`config.mk`:
```
export PLATFORM = sky130hd
export DESIGN_NAME = display_scan_streamer
export DESIGN_NICKNAME = d
export VERILOG_FILES = /design/src/rtl/display_stream_pkg.sv /design/src/rtl/hex_nibble_ascii.sv /design/src/rtl/display_scan_streamer.sv
export SDC_FILE = /design/constraint.sdc
export NUM_CORES = 1
export LEC_CHECK = 0
export ABC_AREA = 1
export CELL_PAD_IN_SITES_DETAIL_PLACEMENT = 0
export CELL_PAD_IN_SITES_GLOBAL_PLACEMENT = 1
export CORE_MARGIN = 1.5
export CORE_UTILIZATION = 40
export CTS_CLUSTER_DIAMETER = 50
export DETAILED_ROUTE_END_ITERATION = 8
export DONT_BUFFER_PORTS = 1
export PLACE_DENSITY_LB_ADDON = 0.3
export SYNTH_ARGS = -nofsm -noshare
export SYNTH_HDL_FRONTEND = slang
export SYNTH_SLANG_ARGS = --single-unit
```
`constraint.sdc`:
```
create_clock -name clk -period 2.29 [get_ports clk]
set_input_delay 0 -clock clk [delete_from_list [all_inputs] [get_ports clk]]
set_output_delay 0 -clock clk [all_outputs]
set_load 0.03 [all_outputs]
```
`src/rtl/display_stream_pkg.sv`:
```
// Shared types and constants for the debug-display scan streamer.
package display_stream_pkg;

  typedef enum logic [2:0] {IDLE, REQ, WAIT, CAPT, EMIT, NEXT, FIN} state_t;

  localparam int LINE_LEN = 18;

  localparam logic [7:0] ASCII_SP = 8'h20;
  localparam logic [7:0] ASCII_EQ = 8'h3D;
  localparam logic [7:0] ASCII_CR = 8'h0D;
  localparam logic [7:0] ASCII_LF = 8'h0A;

endpackage

```
`src/rtl/hex_nibble_ascii.sv`:
```
// 4-bit nibble to uppercase ASCII hex digit.
module hex_nibble_ascii (
  input  logic [3:0] nibble,
  output logic [7:0] ascii
);

  // 'A' - 10 = 0x37
  assign ascii = (nibble < 4'd10) ? 8'h30 + {4'b0, nibble} : 8'h37 + {4'b0, nibble};

endmodule

```
`src/rtl/display_scan_streamer.sv`:
```
// Sweeps display_number over a slot range and streams each populated slot
// as an 18-byte "NAME = HHHHHHHH\r\n" line on a valid/ready byte stream.
module display_scan_streamer
  import display_stream_pkg::*;
#(
  parameter logic [5:0] FIRST_NUM = 6'd1,
  parameter logic [5:0] LAST_NUM  = 6'd44,
  parameter int         RESP_LAT  = 2
) (
  input  logic        clk,
  input  logic        rst,
  input  logic        start,
  output logic [5:0]  display_number,
  input  logic        display_valid,
  input  logic [39:0] display_name,
  input  logic [31:0] display_value,
  output logic [7:0]  tx_byte,
  output logic        tx_valid,
  input  logic        tx_ready,
  output logic        busy,
  output logic        done
);

  localparam int LW = $clog2(RESP_LAT);

  state_t        state, state_nx;
  logic [LW-1:0] lat_cnt;
  logic          cap_valid;
  logic [39:0]   cap_name;
  logic [31:0]   cap_value;
  logic [4:0]    idx;
  logic          lat_hit, last_byte;
  logic [3:0]    nib;
  logic [7:0]    hex_ch;

  assign lat_hit   = (lat_cnt == LW'(RESP_LAT - 1));
  assign last_byte = (idx == 5'(LINE_LEN - 1));

  always_ff @(posedge clk or posedge rst) begin
    if (rst) state <= IDLE;
    else     state <= state_nx;
  end

  always_comb begin
    state_nx = state;
    tx_valid = 1'b0;
    busy     = 1'b1;
    done     = 1'b0;
    case (state)
      IDLE: begin
        busy = 1'b0;
        if (start) state_nx = REQ;
      end
      REQ:  state_nx = WAIT;
      WAIT: if (lat_hit) state_nx = CAPT;
      CAPT: state_nx = cap_valid ? EMIT : NEXT;
      EMIT: begin
        tx_valid = 1'b1;
        if (tx_ready && last_byte) state_nx = NEXT;
      end
      NEXT: state_nx = (display_number == LAST_NUM) ? FIN : REQ;
      FIN: begin
        busy     = 1'b0;
        done     = 1'b1;
        state_nx = IDLE;
      end
      default: state_nx = IDLE;
    endcase
  end

  // display_number is loaded on the edge entering REQ, so that edge is the
  // 0th latency edge and the response is sampled RESP_LAT edges later.
  always_ff @(posedge clk or posedge rst) begin
    if (rst) begin
      display_number <= '0;
      lat_cnt        <= '0;
      cap_valid      <= 1'b0;
      cap_name       <= '0;
      cap_value      <= '0;
      idx            <= '0;
    end else begin
      case (state)
        IDLE: if (start) begin
          display_number <= FIRST_NUM;
          lat_cnt        <= '0;
        end
        REQ:  lat_cnt <= lat_cnt + LW'(1);
        WAIT: begin
          if (lat_hit) begin
            cap_valid <= display_valid;
            cap_name  <= display_name;
            cap_value <= display_value;
          end else begin
            lat_cnt <= lat_cnt + LW'(1);
          end
        end
        CAPT: idx <= '0;
        EMIT: if (tx_ready) idx <= idx + 5'd1;
        NEXT: if (display_number != LAST_NUM) begin
          display_number <= display_number + 6'd1;
          lat_cnt        <= '0;
        end
        default: ;
      endcase
    end
  end

  // Hex digits occupy byte indices 8..15, most significant nibble first.
  assign nib = 4'(cap_value >> {4'd15 - idx[3:0], 2'b00});

  hex_nibble_ascii u_hex (
    .nibble (nib),
    .ascii  (hex_ch)
  );

  always_comb begin
    tx_byte = '0;
    if (state == EMIT) begin
      if (idx < 5'd5)                    tx_byte = 8'(cap_name >> {3'd4 - idx[2:0], 3'b000});
      else if (idx == 5'd5 || idx == 5'd7) tx_byte = ASCII_SP;
      else if (idx == 5'd6)              tx_byte = ASCII_EQ;
      else if (idx < 5'd16)              tx_byte = hex_ch;
      else if (idx == 5'd16)             tx_byte = ASCII_CR;
      else                               tx_byte = ASCII_LF;
    end
  end

endmodule

```
==> flow_summary.json <==
{
  "switching_share_pct": 42.3,
  "postRouteAntennaNets": 0,
  "required_ps": 2290,
  "ys_warn_count": 0,
  "netlist_area_um2": 4640,
  "ys_seq_elements": 88,
  "dpl.hpwl_um": 8340,
  "pwr-share-comb_pct": 48.4,
  "core_um2": 11400,
  "first_iter_violations": 201,
  "grt_overflow_total": 0,
  "ys_async_sr_fraction_pct": 100,
  "clkTransAtPathRegs_ps": 60,
  "first_pass_iters": 4,
  "ios": 94,
  "hold_viol": 0,
  "synth_top_cell_by_area": "dfrtp_1",
  "ys_dominant_reg_cell": "dfrtp_1",
  "cellInternalPower_uw": 4440,
  "grt_max_degree": 60,
  "ir_drop_mv": 0.451,
  "stdcell_count": 825,
  "arrival_ps": 2170,
  "rows": 39,
  "yosysSeqAreaShare_pct": 47.4,
  "die_h_um": 111,
  "crit_path_top_delay_cell": "dfrtp_2",
  "synth_cell_type_count": 38,
  "grt_pass1_vias": 3981,
  "ff_latch_area_um2": 2200,
  "cts_buffers": 9,
  "netlist_instances": 597,
  "skew_ps": 6.28,
  "insertion_delay_ps": 340,
  "period_minus_slack_ps": 2170,
  "crit_type": "reg -> out",
  "final-setup-viol-count": 0,
  "antenna_found_initial": 0,
  "io_buffers": 0,
  "drc": 0,
  "numClockSinks": 88,
  "n_fill_cell": 1080,
  "hold_path.class": "in -> reg",
  "nets": 760,
  "synth_edf_count": 0,
  "place_congestion": 0.878,
  "grt_util_all_layers_pct": 19.9,
  "wl_per_cell_um": 14.3,
  "syn_avg_cell_area_um2": 7.78,
  "vias_per_cell": 4.87,
  "placed_cell_area_um2": 4900,
  "postLayoutCellArea_um2": 6010,
  "cts_root_buf": "clkbuf_16",
  "die_width_um": 111,
  "drt-total-wl_um": 11800,
  "vias": 4015,
  "crit_chain": "inv_8, ha_4, buf_4, a21oi_1, a22oi_1, o221ai_1, nand2_1, a21oi_4",
  "synth_nets": 680,
  "cts_tree": "yes",
  "power.switching_uw": 3260,
  "timing.fmax_mhz": 461,
  "start_util_pct": 40.8,
  "crit_path_end_kind": "primary output",
  "status": "complete, no violations",
  "cts_buffer_depth": 2,
  "synth_top_area_share_pct": 47.4,
  "timing.final.crit_share_pct": 94.8,
  "htreeDepth": 3,
  "numPlacedInstances": 732,
  "drive_gt1_share_pct": 11.9,
  "start_kind": "flop",
  "cellPowerDensity_nw_per_um2": 1280,
  "critical-path-max-stage-delay_ps": 460,
  "slew_viol_final": 0,
  "multi_input_area_um2": 1970,
  "drv_cap": 0,
  "grt_pass1_wl_um": 19600,
  "pwr-share-clk_pct": 18.7,
  "seq_power_share_pct": 33.0,
  "synth.top_cells.by_area": "dfrtp_1, nand2_1, o21ai_0",
  "dieArea_um2": 12300,
  "max_slew_margin_pct": 51.0,
  "leakage_uw": 0.00279,
  "area_growth_pct": 29.4,
  "cp_max_fo": 17,
  "diodes": 0,
  "tightest_slew_ps": 734
}
power by group through the flow:
stage,clock network (uW),logic (uW),registers [uW]
floorplan,0,2740,2510
global placement,0,3420,2550
detailed placement,0,3500,2550
CTS,1460,3630,2520
global route,1540,4200,2610
finish,1440,3720,2540
critical path: cells and delay by family (launching register included):
family	cells	cell delay, ps
AOI/OAI and AO/OA	4	730
DFF	1	460
buffers and inverters	2	290
adders and majority gates	1	220
and+or+nand+nor	1	120
layout by cell type (no fill, tap or decap), types with 3 or more instances in the layout:
cell / count
dlygate4sd3_1: 75
clkinv_2: 3
nand3_1: 26
nand2_1: 160
dfrtp_1: 86
mux2_2: 4
nand2_2: 7
a21oi_4: 4
a21oi_1: 24
nor3_1: 10
nor2_4: 5
inv_1: 93
buf_12: 4
nor2_1: 10
o221ai_1: 7
clkbuf_8: 3
clkbuf_16: 9
inv_2: 8
nor2_2: 4
buf_4: 16
o21ai_0: 82
ha_1: 5
a31oi_1: 3
a22oi_1: 6
worst paths after layout:
check | start | to | slack, ps | cells past startpoint
min in group asynchronous | rst | cap_value[16] | 210 | 2
worst min register to register | cap_name[15] | cap_name[15] | 520 | 1
worst max register to register | state[1] | idx[4] | 390 | 10
worst max-delay path | idx[0] | tx_byte[0] | 120 | 8
worst min-delay path | start | state[0] | 20 | 2
max in group asynchronous | rst | idx[0] | 1340 | 3
through the flow:
| step | total power, uW | utilization [%] | setup WS, ps | TNS (ps) | hold WS [ps] |
|---|---|---|---|---|---|
| 2_1_floorplan | 5240 | - | 11.4 | 0 | 121 |
| 3_3_place_gp | 5970 | 43.1 | 380 | 0 | 28.1 |
| 3_5_place_dp | 6050 | 43.1 | 298 | 0 | 34.6 |
| 4_1_cts | 7610 | 52.3 | 0.313 | 0 | 10.4 |
| 5_1_grt | 8350 | 52.8 | -41.6 | -53.1 | 27.4 |
| 6_report | 7690 | 52.8 | 120 | 0 | 15.4 |
Yosys cell counts, types with 2 or more instances:
library cell / instances
mux2_2: 4
o221ai_1: 7
nand2_2: 5
buf_2: 11
a31oi_1: 3
nor2_4: 3
o211ai_1: 2
clkinv_1: 2
a21oi_1: 27
nor2_2: 3
nand3_1: 27
nor4_1: 3
buf_6: 4
inv_2: 5
nor3b_1: 2
a22oi_1: 7
nand2_4: 2
nor2_1: 13
o21ai_0: 82
ha_1: 6
clkbuf_1: 8
nand2_1: 162
buf_4: 2
and3_1: 2
inv_1: 96
nor3_1: 10
dfrtp_1: 88
metal layers:
metal  share of wire [%]  routed length [um]  vias to the layer above  track usage (%)
li1                    -                   -                     2056                -
met1                  46                5450                     1863             27.0
met2                  48                5710                       79             32.4
met3                 3.5                 408                       17             2.73
met4                 2.1                 247                        0             7.78
met5                   0                   0                        -                0
cells by family after synthesis:
family,count (synthesis),synth area share (%)
AO/OA/AOI/OAI,133,15.7
flip-flops,88,47.4
buffers and inverters,131,12.3
AND/OR/NAND/NOR,234,21.8
multiplexers,4,0.970
XOR/XNOR,1,0.189
adder cells (fa/ha/maj),6,1.62
cell type report:
type,count,area share (%)
inverter,104,6.64
clock buffer,12,4.44
multi-input combinational,378,32.8
clock inverter,4,0.458
tap,143,2.98
sequential,88,36.7
timing repair buffer,96,16.0
state kept, by name, summed over array words and instances, names as in the netlist:
register	count
cap_name	40
cap_value	32
idx	5
cap_valid	1
state	3
lat_cnt	1
display_number	6
what timing repair did:
item / in CTS / in global routing
pin swaps: 0 / 1
setup buffers: 0 / 2
hold endpoints to repair: 117 / 0
hold buffers: 75 / 0
gates resized for setup: 1 / 13
endpoints found under the setup margin: 6 / 8
No activity file was read; power rests on OpenSTA's default activity.
